$ cat config.mk
export PLATFORM = sky130hd
export DESIGN_NAME = load_store_unit_flat
export DESIGN_NICKNAME = d
export VERILOG_FILES = /design/src/rtl/lsu_pkg.sv /design/src/rtl/load_store_unit_if.sv /design/src/rtl/lsu_align.sv /design/src/rtl/load_store_unit.sv /design/src/flat_wrapper.sv
export SDC_FILE = /design/constraint.sdc
export NUM_CORES = 1
export LEC_CHECK = 0
export CAP_MARGIN = 20
export CORE_MARGIN = 5
export CORE_UTILIZATION = 35
export DETAILED_ROUTE_END_ITERATION = 6
export GPL_TIMING_DRIVEN = 0
export PLACE_DENSITY = 0.65
export SLEW_MARGIN = 10
export SYNTH_ARGS = -nofsm -noshare
export SYNTH_HDL_FRONTEND = slang
export SYNTH_HIERARCHICAL = 1
export SYNTH_SLANG_ARGS = --single-unit
$ cat constraint.sdc
create_clock -name clk -period 2.2 [get_ports clk]
set_input_delay 0.55 -clock clk [delete_from_list [all_inputs] [get_ports clk]]
set_output_delay 0.55 -clock clk [all_outputs]
set_load 0.05 [all_outputs]
$ cat src/rtl/lsu_pkg.sv
// Shared types and constants for the load/store unit: size codes, FSM states,
// byte-enable patterns and the latched request record.
package lsu_pkg;

    localparam int unsigned XLEN   = 32;
    localparam int unsigned RD_W   = 5;
    localparam int unsigned BE_N   = XLEN / 8;
    localparam int unsigned WAIT_W = 8;

    typedef enum logic [1:0] {
        SIZE_B = 2'b00,
        SIZE_H = 2'b01,
        SIZE_W = 2'b10,
        SIZE_X = 2'b11
    } size_e;

    typedef enum logic [1:0] {
        IDLE   = 2'd0,
        ACCESS = 2'd1,
        RESP   = 2'd2
    } state_e;

    localparam logic [BE_N-1:0] BE_NONE = 4'b0000;
    localparam logic [BE_N-1:0] BE_B    = 4'b0001;
    localparam logic [BE_N-1:0] BE_H_LO = 4'b0011;
    localparam logic [BE_N-1:0] BE_H_HI = 4'b1100;
    localparam logic [BE_N-1:0] BE_W    = 4'b1111;

    // Request fields still needed after the handshake (address/data live in the dmem regs)
    typedef struct packed {
        logic            we;
        size_e           size;
        logic            uns;
        logic [1:0]      addr_lo;
        logic [RD_W-1:0] rd;
    } lsu_req_t;

endpackage

$ cat src/rtl/load_store_unit_if.sv
// Request, data-memory and register-file-side signals of the load/store unit.
interface load_store_unit_if;
    import lsu_pkg::*;

    logic            req_valid;
    logic            req_ready;
    logic            req_we;
    logic [1:0]      req_size;
    logic            req_unsigned;
    logic [XLEN-1:0] req_addr;
    logic [XLEN-1:0] req_wdata;
    logic [RD_W-1:0] req_rd;

    logic            dmem_req;
    logic            dmem_we;
    logic [BE_N-1:0] dmem_be;
    logic [XLEN-1:0] dmem_addr;
    logic [XLEN-1:0] dmem_wdata;
    logic            dmem_ack;
    logic [XLEN-1:0] dmem_rdata;

    logic            rsp_valid;
    logic [XLEN-1:0] rsp_data;
    logic [RD_W-1:0] rsp_rd;
    logic            wr_en_rf;

    logic            misalign;
    logic            timeout_err;
    logic            busy;

    // slave: the load/store unit itself
    modport slave (
        input  req_valid, req_we, req_size, req_unsigned, req_addr, req_wdata, req_rd,
        input  dmem_ack, dmem_rdata,
        output req_ready, dmem_req, dmem_we, dmem_be, dmem_addr, dmem_wdata,
        output rsp_valid, rsp_data, rsp_rd, wr_en_rf, misalign, timeout_err, busy
    );

    // master: control unit plus data memory
    modport master (
        output req_valid, req_we, req_size, req_unsigned, req_addr, req_wdata, req_rd,
        output dmem_ack, dmem_rdata,
        input  req_ready, dmem_req, dmem_we, dmem_be, dmem_addr, dmem_wdata,
        input  rsp_valid, rsp_data, rsp_rd, wr_en_rf, misalign, timeout_err, busy
    );

endinterface

$ cat src/rtl/lsu_align.sv
// Combinational lane logic: alignment check, byte enables, store replication
// and load extraction with sign/zero extension.
module lsu_align
    import lsu_pkg::*;
(
    input  size_e           st_size,
    input  logic [1:0]      st_addr_lo,
    input  logic [XLEN-1:0] st_wdata,
    input  size_e           ld_size,
    input  logic [1:0]      ld_addr_lo,
    input  logic            ld_uns,
    input  logic [XLEN-1:0] ld_rdata,
    output logic            misaligned_c,
    output logic [BE_N-1:0] be_c,
    output logic [XLEN-1:0] wdata_c,
    output logic [XLEN-1:0] ld_data_c
);

    logic [XLEN-1:0] ld_shift;

    always_comb begin
        misaligned_c = 1'b0;
        be_c         = BE_NONE;
        wdata_c      = st_wdata;
        unique case (st_size)
            SIZE_B: begin
                be_c    = BE_N'(BE_B << st_addr_lo);
                wdata_c = {4{st_wdata[7:0]}};
            end
            SIZE_H: begin
                misaligned_c = st_addr_lo[0];
                be_c         = st_addr_lo[1] ? BE_H_HI : BE_H_LO;
                wdata_c      = {2{st_wdata[15:0]}};
            end
            SIZE_W: begin
                misaligned_c = (st_addr_lo != 2'b00);
                be_c         = BE_W;
            end
            default: misaligned_c = 1'b1;
        endcase
    end

    // The addressed byte/half is moved down to bit 0 before extension
    always_comb begin
        ld_shift  = ld_rdata >> {ld_addr_lo, 3'b000};
        ld_data_c = ld_rdata;
        unique case (ld_size)
            SIZE_B:  ld_data_c = ld_uns ? {24'd0, ld_shift[7:0]}
                                        : {{24{ld_shift[7]}}, ld_shift[7:0]};
            SIZE_H:  ld_data_c = ld_uns ? {16'd0, ld_shift[15:0]}
                                        : {{16{ld_shift[15]}}, ld_shift[15:0]};
            default: ld_data_c = ld_rdata;
        endcase
    end

endmodule

$ cat src/rtl/load_store_unit.sv
// Load/store unit: accepts one request at a time, runs a single data-memory
// access with timeout, and returns extracted load data to the register file.
module load_store_unit
    import lsu_pkg::*;
#(
    parameter int unsigned TIMEOUT = 255
) (
    input  logic              clk,
    input  logic              rst,
    load_store_unit_if.slave  bus
);

    state_e              state, state_nxt;
    lsu_req_t            cur, cur_nxt;
    logic [WAIT_W-1:0]   wait_cnt, wait_cnt_nxt;

    logic                req_ready_q, req_ready_nxt;
    logic                busy_q, busy_nxt;
    logic                dmem_req_q, dmem_req_nxt;
    logic                dmem_we_q, dmem_we_nxt;
    logic [BE_N-1:0]     dmem_be_q, dmem_be_nxt;
    logic [XLEN-1:0]     dmem_addr_q, dmem_addr_nxt;
    logic [XLEN-1:0]     dmem_wdata_q, dmem_wdata_nxt;
    logic                rsp_valid_q, rsp_valid_nxt;
    logic [XLEN-1:0]     rsp_data_q, rsp_data_nxt;
    logic [RD_W-1:0]     rsp_rd_q, rsp_rd_nxt;
    logic                wr_en_q, wr_en_nxt;
    logic                misalign_q, misalign_nxt;
    logic                timeout_q, timeout_nxt;

    logic                misaligned_c;
    logic [BE_N-1:0]     be_c;
    logic [XLEN-1:0]     wdata_c;
    logic [XLEN-1:0]     ld_data_c;

    lsu_align u_align (
        .st_size      (size_e'(bus.req_size)),
        .st_addr_lo   (bus.req_addr[1:0]),
        .st_wdata     (bus.req_wdata),
        .ld_size      (cur.size),
        .ld_addr_lo   (cur.addr_lo),
        .ld_uns       (cur.uns),
        .ld_rdata     (bus.dmem_rdata),
        .misaligned_c (misaligned_c),
        .be_c         (be_c),
        .wdata_c      (wdata_c),
        .ld_data_c    (ld_data_c)
    );

    // Next-state and next-output logic
    always_comb begin
        state_nxt      = state;
        cur_nxt        = cur;
        wait_cnt_nxt   = wait_cnt;
        dmem_req_nxt   = dmem_req_q;
        dmem_we_nxt    = dmem_we_q;
        dmem_be_nxt    = dmem_be_q;
        dmem_addr_nxt  = dmem_addr_q;
        dmem_wdata_nxt = dmem_wdata_q;
        rsp_valid_nxt  = 1'b0;
        rsp_data_nxt   = rsp_data_q;
        rsp_rd_nxt     = rsp_rd_q;
        wr_en_nxt      = 1'b0;
        misalign_nxt   = 1'b0;
        timeout_nxt    = 1'b0;

        unique case (state)
            IDLE: begin
                if (bus.req_valid) begin
                    cur_nxt.we      = bus.req_we;
                    cur_nxt.size    = size_e'(bus.req_size);
                    cur_nxt.uns     = bus.req_unsigned;
                    cur_nxt.addr_lo = bus.req_addr[1:0];
                    cur_nxt.rd      = bus.req_rd;
                    if (misaligned_c) begin
                        misalign_nxt = 1'b1;
                    end else begin
                        state_nxt      = ACCESS;
                        wait_cnt_nxt   = '0;
                        dmem_req_nxt   = 1'b1;
                        dmem_we_nxt    = bus.req_we;
                        dmem_be_nxt    = be_c;
                        dmem_addr_nxt  = {bus.req_addr[XLEN-1:2], 2'b00};
                        dmem_wdata_nxt = wdata_c;
                    end
                end
            end
            ACCESS: begin
                // Ack wins over a timeout landing in the same cycle
                if (bus.dmem_ack) begin
                    dmem_req_nxt = 1'b0;
                    if (cur.we) begin
                        state_nxt = IDLE;
                    end else begin
                        state_nxt     = RESP;
                        rsp_valid_nxt = 1'b1;
                        rsp_data_nxt  = ld_data_c;
                        rsp_rd_nxt    = cur.rd;
                        wr_en_nxt     = (cur.rd != '0);
                    end
                end else if (wait_cnt == WAIT_W'(TIMEOUT - 1)) begin
                    dmem_req_nxt = 1'b0;
                    timeout_nxt  = 1'b1;
                    state_nxt    = IDLE;
                end else begin
                    wait_cnt_nxt = wait_cnt + WAIT_W'(1);
                end
            end
            RESP:    state_nxt = IDLE;
            default: state_nxt = IDLE;
        endcase

        req_ready_nxt = (state_nxt == IDLE);
        busy_nxt      = (state_nxt != IDLE);
    end

    always_ff @(posedge clk or negedge rst) begin
        if (!rst) begin
            state        <= IDLE;
            cur          <= '0;
            wait_cnt     <= '0;
            req_ready_q  <= 1'b1;
            busy_q       <= 1'b0;
            dmem_req_q   <= 1'b0;
            dmem_we_q    <= 1'b0;
            dmem_be_q    <= BE_NONE;
            dmem_addr_q  <= '0;
            dmem_wdata_q <= '0;
            rsp_valid_q  <= 1'b0;
            rsp_data_q   <= '0;
            rsp_rd_q     <= '0;
            wr_en_q      <= 1'b0;
            misalign_q   <= 1'b0;
            timeout_q    <= 1'b0;
        end else begin
            state        <= state_nxt;
            cur          <= cur_nxt;
            wait_cnt     <= wait_cnt_nxt;
            req_ready_q  <= req_ready_nxt;
            busy_q       <= busy_nxt;
            dmem_req_q   <= dmem_req_nxt;
            dmem_we_q    <= dmem_we_nxt;
            dmem_be_q    <= dmem_be_nxt;
            dmem_addr_q  <= dmem_addr_nxt;
            dmem_wdata_q <= dmem_wdata_nxt;
            rsp_valid_q  <= rsp_valid_nxt;
            rsp_data_q   <= rsp_data_nxt;
            rsp_rd_q     <= rsp_rd_nxt;
            wr_en_q      <= wr_en_nxt;
            misalign_q   <= misalign_nxt;
            timeout_q    <= timeout_nxt;
        end
    end

    assign bus.req_ready   = req_ready_q;
    assign bus.busy        = busy_q;
    assign bus.dmem_req    = dmem_req_q;
    assign bus.dmem_we     = dmem_we_q;
    assign bus.dmem_be     = dmem_be_q;
    assign bus.dmem_addr   = dmem_addr_q;
    assign bus.dmem_wdata  = dmem_wdata_q;
    assign bus.rsp_valid   = rsp_valid_q;
    assign bus.rsp_data    = rsp_data_q;
    assign bus.rsp_rd      = rsp_rd_q;
    assign bus.wr_en_rf    = wr_en_q;
    assign bus.misalign    = misalign_q;
    assign bus.timeout_err = timeout_q;

endmodule

$ cat src/flat_wrapper.sv
// flat-port wrapper written by rule: the top's interface ports become plain ports
module load_store_unit_flat import lsu_pkg::*;
#(
    parameter int unsigned TIMEOUT = 255
)
  (clk, rst, bus_req_valid, bus_req_we, bus_req_size, bus_req_unsigned, bus_req_addr, bus_req_wdata, bus_req_rd, bus_dmem_ack, bus_dmem_rdata, bus_req_ready, bus_dmem_req, bus_dmem_we, bus_dmem_be, bus_dmem_addr, bus_dmem_wdata, bus_rsp_valid, bus_rsp_data, bus_rsp_rd, bus_wr_en_rf, bus_misalign, bus_timeout_err, bus_busy);
  load_store_unit_if bus_i ();
  input  logic clk;
  input  logic rst;
  input wire logic [$bits(bus_i.req_valid)-1:0] bus_req_valid;
  input wire logic [$bits(bus_i.req_we)-1:0] bus_req_we;
  input wire logic [$bits(bus_i.req_size)-1:0] bus_req_size;
  input wire logic [$bits(bus_i.req_unsigned)-1:0] bus_req_unsigned;
  input wire logic [$bits(bus_i.req_addr)-1:0] bus_req_addr;
  input wire logic [$bits(bus_i.req_wdata)-1:0] bus_req_wdata;
  input wire logic [$bits(bus_i.req_rd)-1:0] bus_req_rd;
  input wire logic [$bits(bus_i.dmem_ack)-1:0] bus_dmem_ack;
  input wire logic [$bits(bus_i.dmem_rdata)-1:0] bus_dmem_rdata;
  output wire logic [$bits(bus_i.req_ready)-1:0] bus_req_ready;
  output wire logic [$bits(bus_i.dmem_req)-1:0] bus_dmem_req;
  output wire logic [$bits(bus_i.dmem_we)-1:0] bus_dmem_we;
  output wire logic [$bits(bus_i.dmem_be)-1:0] bus_dmem_be;
  output wire logic [$bits(bus_i.dmem_addr)-1:0] bus_dmem_addr;
  output wire logic [$bits(bus_i.dmem_wdata)-1:0] bus_dmem_wdata;
  output wire logic [$bits(bus_i.rsp_valid)-1:0] bus_rsp_valid;
  output wire logic [$bits(bus_i.rsp_data)-1:0] bus_rsp_data;
  output wire logic [$bits(bus_i.rsp_rd)-1:0] bus_rsp_rd;
  output wire logic [$bits(bus_i.wr_en_rf)-1:0] bus_wr_en_rf;
  output wire logic [$bits(bus_i.misalign)-1:0] bus_misalign;
  output wire logic [$bits(bus_i.timeout_err)-1:0] bus_timeout_err;
  output wire logic [$bits(bus_i.busy)-1:0] bus_busy;
  assign bus_i.req_valid = bus_req_valid;
  assign bus_i.req_we = bus_req_we;
  assign bus_i.req_size = bus_req_size;
  assign bus_i.req_unsigned = bus_req_unsigned;
  assign bus_i.req_addr = bus_req_addr;
  assign bus_i.req_wdata = bus_req_wdata;
  assign bus_i.req_rd = bus_req_rd;
  assign bus_i.dmem_ack = bus_dmem_ack;
  assign bus_i.dmem_rdata = bus_dmem_rdata;
  assign bus_req_ready = bus_i.req_ready;
  assign bus_dmem_req = bus_i.dmem_req;
  assign bus_dmem_we = bus_i.dmem_we;
  assign bus_dmem_be = bus_i.dmem_be;
  assign bus_dmem_addr = bus_i.dmem_addr;
  assign bus_dmem_wdata = bus_i.dmem_wdata;
  assign bus_rsp_valid = bus_i.rsp_valid;
  assign bus_rsp_data = bus_i.rsp_data;
  assign bus_rsp_rd = bus_i.rsp_rd;
  assign bus_wr_en_rf = bus_i.wr_en_rf;
  assign bus_misalign = bus_i.misalign;
  assign bus_timeout_err = bus_i.timeout_err;
  assign bus_busy = bus_i.busy;
  load_store_unit #(.TIMEOUT(TIMEOUT)) u_core (.clk(clk), .rst(rst), .bus(bus_i));
endmodule
Word-level counts from Yosys, hierarchy flattened
Index checks and enable logic that the tools add are counted.
Widths: inputs -> output; s select.
Word-level totals
  register bits: 132
  bits of input ports: 109
  output and inout port bits: 113
  logic and storage cells: 83
Cells by class
  $add $sub $neg: 1
  equality and inequality tests: 10
  shift operators: 2
  multiplexer cells: 35
  bitwise logic cells: 2
  reductions and logical operators: 13
Operators by type and width (number)
  $pmux 32 s2: 2
  $mux 32: 2
  $mux 8: 4
  $shr 32x5->16: 1
  $mux 1: 16
  $pmux 8 s2: 1
  $pmux 4 s3: 1
  $mux 2: 5
  $add 8x1->8 const B: 1
  $eq 8x8->1 const B: 1
  $logic_not 2->1: 4
  $ne 2x2->1 const B: 4
  $eq 2x1->1 const B: 3
  $reduce_and 3->1: 2
  $reduce_bool 2->1: 3
  $reduce_and 5->1: 1
  $reduce_bool 5->1: 1
  $mux 4: 1
  $pmux 2 s2: 1
  $reduce_and 4->1: 1
  $shl 1x2->4 const A: 1
  $ne 3x2->1 const B: 1
  $pmux 1 s3: 1
  $eq 2x2->1 const B: 1
  3 further kinds: 4

Longest topological paths before layout
Gate-level depths: netlist of run 1.
  depth in word-level cells: 6
  mapped depth: 10
  gate-level depth less buffers: 7

Hierarchy
Netlist of run 1, hierarchy kept.
Modules (own cells, without submodules)
  load_store_unit: times used 1, cells each 461, area an instance 5098.6 µm², seq. area each 3304.4 µm²
  lsu_align: times used 1, cells each 181, area an instance 1231.2 µm², seq. area each 0.0 µm²

Least setup slack after synthesis of run 1
No wires, ideal clock.
  path kind: input to register
  start point: in bus_req_size[0]
  end point: reg u_core.dmem_addr_q[16] (netlist: u_core/bus.dmem_addr[16])
  setup time: 66 ps
  data arrival time: 2222 ps
  required time: 2134 ps
  setup slack: -88 ps
  cell stages on the path: 10
  buffers on the path: 5
  cell sequence: clkbuf_1 clkbuf_1 nor3_1 nor2_1 nand2b_1 clkbuf_1 buf_2 buf_2 nand2_1 nand2_1
Between the ends
  word-level cells in the longest chain between the ends: 4
  elaborated cells between the ends (all ways): 6
  those cells by class: eq/ne (2); mux (1); bitwise (1); reduce/logical (2)
Ends and longest elaborated chain
  from (decl): line flat_wrapper.sv:12  | input wire logic [$bits(bus_i.req_size)-1:0] bus_req_size;
  $eq 2x2->1 (tied with other cells): line lsu_align.sv:25  | unique case (st_size)
  $pmux 1 s3 (*): line lsu_align.sv:25
  net u_core.misaligned_c: line load_store_unit.sv:31  | logic misaligned_c;
  $not 1->1 (no line) (*)
  $reduce_and 3->1 (no line) (*)
  to (signal assigned): line load_store_unit.sv:144  | dmem_addr_q <= dmem_addr_nxt;
  to (decl): line load_store_unit.sv:22  | logic [XLEN-1:0] dmem_addr_q, dmem_addr_nxt;
Mark *: on every way through the listed nets, which the timed path passes. The rest lies on a longest branch.
A chain may end at the register's enable or synchronous reset.

Final worst setup path of run 1
  start point: reg u_core.rsp_data_q[12] (netlist: u_core/bus.rsp_data[12])
  end point: out bus_rsp_data[12]
RTL lines
  from (decl): line load_store_unit.sv:25  | logic [XLEN-1:0] rsp_data_q, rsp_data_nxt;
  from (signal assigned): line load_store_unit.sv:147  | rsp_data_q <= rsp_data_nxt;
  to (decl): line flat_wrapper.sv:26  | output wire logic [$bits(bus_i.rsp_data)-1:0] bus_rsp_data;
No word-level cell between the ends.

==> impl_metrics.yaml, run 1 <==
yosys:
  yosys_warnings: 6
  synth_compound_area_share_pct: 9.21
  synth_seq_cells: 132
  synthArstFlopShare_pct: 100
  synth_area_mm2: 0.00633
  synth_top_family_by_area: "simple AND/OR/NAND/NOR gates"
  yosysSeqAreaShare_pct: 52.2
  synthMuxAreaShare_pct: 14.6
  synth_simple_gate_area_share_pct: 18.7
  synth_fa_ha_area_share_pct: 0.395
  syn_inst: 642
  syn_avg_cell_area_um2: 9.86
  synth_edf_count: 0
  yosys.area_share.xor_xnor_pct: 0
  synth_cell_types: 52
  ys.flop_type: "dfrtp_1"
worst_setup_path:
  r2r_cells: 6
  crit_path_max_incr_delay_ns: 0.82
  crit_slowest_cell: "clkdlybuf4s50_1"
  crit_path_start_kind: "flip-flop"
  cp_num_buf_inv: 1
  crit_required_ns: 1.65
  crit_cells: 1
  crit_chain: "clkdlybuf4s50_1"
  cp.arrival_ns: 1.62
  critPathCaptureType: "primary output"
  cpLargestDelayFamily: "buffers and inverters"
  crit_fanout: 2
  critPathKind: "reg -> out"
cts:
  cts_hold_buf: 0
  cts_root_buf: "clkbuf_16"
  cts_buffer_depth: 2
  cts_buffers: 17
  clk_latency_ns: 0.42
  h-tree-depth: 4
  cts_tree: "done"
  cts_sinks: 132
  cts.reportedPaths.clkPinSlew_ns: 0.06
floorplanning:
  die_w_um: 144
  num_rows: 49
  die-area_mm2: 0.0209
  initial_utilization_pct: 35.4
  die_h_um: 144
  coreArea_mm2: 0.0179
  num_io_pins: 222
sta:
  drv_slew: 0
  worst_pin_slew_ns: 0.632
  timing.setup.tns_ns: 0
  clock_skew_ns: 0.00794
  hold_viol: 0
  setup_viol: 0
  max_freq_mhz: 461
  timing.final.ws_setup_ns: 0.0331
  period_needed_ns: 2.17
  slew_headroom_pct: 57.9
  rsz0062_at_grt: "false"
  fin_crit_sh_pct: 98.5
route:
  drt_wl_total_mm: 19.8
  first_pass_iters: 4
  dr_total_vias: 5475
  antenna_left: 0
  drc: 0
  via_per_inst: 4.87
  wl_per_cell_um: 17.6
  drt_iter0_markers: 236
global_route:
  grt_pass1_vias: 5683
  grt_use_total_pct: 19.1
  grt_overflow: 0
  use_met3_pct: 10.2
  busiest_layer: "met2"
  grtUsageMet2_pct: 29.5
  grt_pass1_wl_mm: 30.6
  grt_max_degree: 71
  antenna_found_initial: 0
  use_met1_pct: 23.5
power_and_ir_drop:
  swShare_pct: 43.6
  p_sw_mw: 5.55
  pwr_density_cell_mw_per_mm2: 1330
  power_frac_comb_pct: 48.1
  power_mw: 12.7
  p_clk_share_pct: 23.0
  p_seq_share_pct: 28.9
  internal_power_mw: 7.17
  vdd_ir_drop_max_mv: 0.926
  power_leakage_nw: 4.84
placement:
  place_congestion: 0.871
  place_hpwl_mm: 14.7
  dp.cells: 1092
  place_worst_setup_slack_ns: -1.11
  port-buffer-count: 219
layout:
  drive_gt1_share_pct: 16.3
  nFillCells: 1651
  nNetsFinal: 994
  area_delta_synth_final_pct: 51.4
  fin_cells: 1125
  diodes: 0
run_status:
  status: "finished, final reports clean"
job:
  max_cap_viol_count: 0
min_path:
  hold_class: "in -> async"
[power by group through the flow]
stage	sequential (mW)	combinational (mW)	clock (mW)
3_3_place_gp	3.71	6.09	0
3_5_place_dp	3.72	6.12	0
6_report	3.68	6.12	2.92
2_1_floorplan	6.18	1.40	0
4_1_cts	3.70	6.13	3.00
5_1_grt	3.79	6.44	3.11
[Yosys cell counts, types with 4 or more instances]
library cell | number | area [um^2]
nor3_1 | 4 | 20.0
nand3b_1 | 7 | 52.6
o31ai_1 | 7 | 52.6
clkbuf_1 | 20 | 75.1
a22o_1 | 7 | 61.3
o2bb2ai_1 | 6 | 52.6
o211a_1 | 7 | 70.1
nand2_1 | 240 | 901
buf_2 | 9 | 45.0
mux2i_1 | 17 | 170
nand3_1 | 5 | 25.0
nor2_1 | 4 | 15.0
o21ai_1 | 11 | 55.1
o21ai_0 | 24 | 120
inv_1 | 8 | 30.0
nor2b_1 | 4 | 25.0
buf_4 | 17 | 128
mux2_2 | 62 | 698
dfrtp_1 | 131 | 3280
a21oi_1 | 7 | 35.0
[cells by family (layout without fill, tap and decap cells)]
family	after synthesis	count (layout)
flip-flops	132	132
AND/OR/NAND/NOR	282	282
multiplexers	83	83
adder cells (fa/ha/maj)	2	2
buffers and inverters	58	311
AO/OA/AOI/OAI	84	84
other	1	2
[routing by layer]
metal	share of wire (%)	vias up	wire length (um)
met5	0	-	0
li1	-	2626	-
met1	40	2622	7920
met2	46	214	9030
met3	13	13	2610
met4	0.99	0	195
[worst paths after layout]
kind	start	slack (ns)	endpoint
worst max-delay path	u_core/bus.rsp_data[12]$_DFFE_PN0P_	0.03	bus_rsp_data[12]
worst min-delay path	rst	0.10	u_core/bus.rsp_data[28]$_DFFE_PN0P_
worst max register to register	u_core/cur[6]$_DFFE_PN0P_	0.13	u_core/bus.rsp_data[25]$_DFFE_PN0P_
min in group clk	u_core/bus.dmem_addr[13]$_DFFE_PN0P_	0.47	u_core/bus.dmem_addr[13]$_DFFE_PN0P_
max in group asynchronous	rst	1.32	u_core/bus.req_ready$_DFF_PN1_
worst min register to register	u_core/bus.dmem_addr[13]$_DFFE_PN0P_	0.47	u_core/bus.dmem_addr[13]$_DFFE_PN0P_
[sequential cells by signal, indices dropped and copies added (netlist names)]
signal / flops
u_core/bus.dmem_req: 1
u_core/bus.rsp_data: 32
u_core/state: 2
u_core/wait_cnt: 8
u_core/bus.dmem_we: 1
u_core/bus.dmem_be: 4
u_core/cur: 11
u_core/bus.timeout_err: 1
u_core/bus.misalign: 1
u_core/bus.rsp_valid: 1
u_core/bus.busy: 1
u_core/bus.wr_en_rf: 1
u_core/bus.rsp_rd: 5
u_core/bus.dmem_wdata: 32
u_core/bus.dmem_addr: 30
u_core/bus.req_ready: 1
[stage by stage]
stage / util [%] / instance area (um^2) / hold slack, ns
3_3_place_gp: 49.2 / 8810 / 0.456
5_1_grt: 53.5 / 9580 / 0.147
2_1_floorplan: - / 6330 / 0.254
6_report: 53.5 / 9580 / 0.104
4_1_cts: 52.8 / 9460 / 0.136
3_5_place_dp: 49.4 / 8840 / 0.461
[final cells by class]
class | instances | area [um^2] | area share, %
buffer | 46 | 274 | 2.86
clock buffer | 17 | 425 | 4.44
clock inverter | 15 | 179 | 1.87
inverter | 9 | 37.5 | 0.392
multi-input combinational | 453 | 2740 | 28.5
sequential | 132 | 3300 | 34.5
tap | 229 | 287 | 2.99
timing repair buffer | 224 | 2340 | 24.4
[placed cells by master (no fill, tap or decap), types with 8 or more instances in the layout]
cell,netlist,routed
o21ai_1,11,11
dfrtp_1,131,131
clkdlybuf4s50_1,0,175
buf_4,17,21
clkbuf_16,0,17
o21ai_0,24,24
mux2i_1,17,17
inv_1,8,8
nand2_1,240,240
clkbuf_1,20,12
dlymetal6s2s_1,0,38
buf_2,9,8
mux2_2,62,62
[timing repair]
action,4_1_cts,5_1_grt
pin swaps,1,1
endpoints found under the setup margin,100,112
gates resized for setup,12,49
gates cloned,0,1
setup buffers,1,2
endpoints found under the hold margin,0,0
(Power assumes the default switching activity.)
==> inputs of run 2 (changes only) <==
--- a/config.mk
+++ b/config.mk
@@ -11,6 +11,8 @@
 export DETAILED_ROUTE_END_ITERATION = 6
 export GPL_TIMING_DRIVEN = 0
 export PLACE_DENSITY = 0.65
+export RECOVER_POWER = 50
+export SKIP_LAST_GASP = 1
 export SLEW_MARGIN = 10
 export SYNTH_ARGS = -nofsm -noshare
 export SYNTH_HDL_FRONTEND = slang
==> run 2 against run 1 <==
  * The flow now finishes with violations (max-capacitance violations, max-slew violations)
  * Global-route usage unchanged
  * Sequential power about the same
  * Final cell count unchanged
  * Via count up 0.27%
  * Largest power group unchanged
  * Die area unchanged
  * Worst hold slack better by 0.37 ns
  * Sequential share of layout area up 1.0 points
  * Clock power about the same
  * Sequential cell count unchanged
  * Combinational power down 3%
  * Critical endpoint unchanged
  * Design area down 2.8%
  * Maximum frequency about the same
==> impl_metrics.yaml, run 2 (same netlist as run 1, synthesis figures left out) <==
run_status:
  status: "finished, violations left"
  violations: "max-capacitance violations, max-slew violations"
sta:
  fin_crit_sh_pct: 98.5
  drv_slew: 63
  worst_pin_slew_ns: 1.71
  clock_skew_ns: 0.00785
  max_freq_mhz: 461
  timing.final.ws_setup_ns: 0.0330
  whs_ns: 0.471
  period_needed_ns: 2.17
  hold_viol: 0
  rsz0062_at_grt: "true"
  setup_viol: 0
  slew_headroom_pct: -14.2
route:
  drt_iter0_markers: 233
  first_pass_iters: 4
  antenna_left: 0
  wl_per_cell_um: 17.5
  drt_wl_total_mm: 19.7
  dr_total_vias: 5490
  via_per_inst: 4.88
  drc: 0
cts:
  cts_buffers: 17
  cts.reportedPaths.clkPinSlew_ns: 0.06
  cts_hold_buf: 0
  clk_latency_ns: 0.42
  cts_buffer_depth: 2
  cts_root_buf: "clkbuf_16"
  cts_tree: "done"
  h-tree-depth: 4
  cts_sinks: 132
floorplanning:
  num_rows: 49
  initial_utilization_pct: 35.4
  coreArea_mm2: 0.0179
  die_h_um: 144
  die_w_um: 144
  die-area_mm2: 0.0209
  num_io_pins: 222
min_path:
  hold_class: "reg -> reg"
  worstHoldStart: "u_core/bus.dmem_we$_DFFE_PN0P_"
  min_path_cells: 2
power_and_ir_drop:
  pwr_density_cell_mw_per_mm2: 1340
  power_leakage_nw: 4.41
  vdd_ir_drop_max_mv: 0.926
layout:
  final_cell_mix: "240 x nand2_1, 174 x clkdlybuf4s50_1, 131 x dfrtp_1, 62 x mux2_2, 42 x clkbuf_1"
  multiInputGateArea_mm2: 0.00272
  area_delta_synth_final_pct: 47.1
  layout_commonest_cell: "nand2_1"
  seq_area_mm2: 0.00330
  drive_gt1_share_pct: 15.6
  diodes: 0
  nNetsFinal: 994
  final_core_util_pct: 52.0
  nFillCells: 1691
worst_setup_path:
  reg2reg_from: "u_core/cur[9]$_DFFE_PN0P_"
  cp_num_buf_inv: 1
  cp.arrival_ns: 1.62
  r2r_cells: 6
  crit_slowest_cell: "clkdlybuf4s50_1"
  startpoint: "u_core/bus.rsp_data[12]$_DFFE_PN0P_"
  crit_end: "bus_rsp_data[12]"
  crit_fanout: 2
  rr_endpoint: "u_core/bus.rsp_data[25]$_DFFE_PN0P_"
  critPathCaptureType: "primary output"
  ff2ff_setup_slack_ns: 0.09
  cpLargestDelayFamily: "buffers and inverters"
  crit_chain: "clkdlybuf4s50_1"
  critPathKind: "reg -> out"
  crit_path_max_incr_delay_ns: 0.82
  crit_required_ns: 1.65
  crit_cells: 1
  crit_path_start_kind: "flip-flop"
job:
  max_cap_viol_count: 1
placement:
  place_worst_setup_slack_ns: -1.11
  port-buffer-count: 219
  place_hpwl_mm: 14.7
  place_congestion: 0.871
global_route:
  grt_use_total_pct: 19.1
  grt_overflow: 0
  grt_max_degree: 71
  grt_pass1_vias: 5683
  antenna_found_initial: 0
  grt_pass1_wl_mm: 30.6
[run 2: cell types whose count changed in the layout (fill, tap and decap cells not counted), sizes merged]
cell / before / now
clkbuf: 35 / 65
dlymetal6s2s: 38 / 10
buf: 35 / 33
clkdlybuf4s50: 175 / 174
dlygate4sd3: 0 / 1
[run 2: how the worst min path moves through the flow]
stage                     slack (ns)                                    to
after CTS                       0.14   u_core/bus.rsp_data[28]$_DFFE_PN0P_
after global placement          0.46  u_core/bus.dmem_addr[29]$_DFFE_PN0P_
after detailed placement        0.46  u_core/bus.dmem_addr[21]$_DFFE_PN0P_
final                           0.47        u_core/bus.dmem_we$_DFFE_PN0P_
after floorplan                 0.25             u_core/bus.busy$_DFF_PN0_
after global routing            0.49  u_core/bus.dmem_addr[21]$_DFFE_PN0P_
[run 2: layout make-up]
cell class / count / share of cell area [%]
plain buffers: 46 / 2.92
clock buffers: 17 / 4.57
clock inverters: 15 / 1.92
inverters: 9 / 0.403
multi-input cells: 453 / 29.2
flip-flops and latches: 132 / 35.5
well taps: 229 / 3.08
repair buffers: 224 / 22.4
[run 2: metrics by stage]
step | power (mW) | cell area, um^2 | setup TNS, ns | cells
floorplan | 7.59 | 6330 | 0 | 643
finish | 12.5 | 9310 | 0 | 1125
global placement | 9.79 | 8810 | -743.24 | 1091
detailed placement | 9.84 | 8840 | -84.12 | 1092
CTS | 12.8 | 9460 | 0 | 1122
global route | 13.1 | 9310 | -0.00332 | 1125
[run 2: timing repair]
action                                  CTS  global route
endpoints found under the hold margin     0             0
pin swaps                                 1             1
resized for setup                        12            47
endpoints found under the setup margin  100           112
cloned                                    0             1
buffers inserted                          1             2
[run 2: per-layer routing]
| layer | track usage [%] | vias up | part of all wire (%) |
|---|---|---|---|
| met3 | 10.2 | 13 | 13 |
| met4 | 4.86 | 0 | 0.99 |
| li1 | - | 2628 | - |
| met1 | 23.5 | 2622 | 40 |
| met2 | 29.5 | 227 | 46 |
| met5 | 0 | - | 0 |
[run 2: power breakdown]
group	internal, mW	switching (mW)	leakage, nW
logic	1.96	3.96	2.48
clock network	1.79	1.13	0.286
registers	3.23	0.458	1.64
total	6.97	5.54	4.41
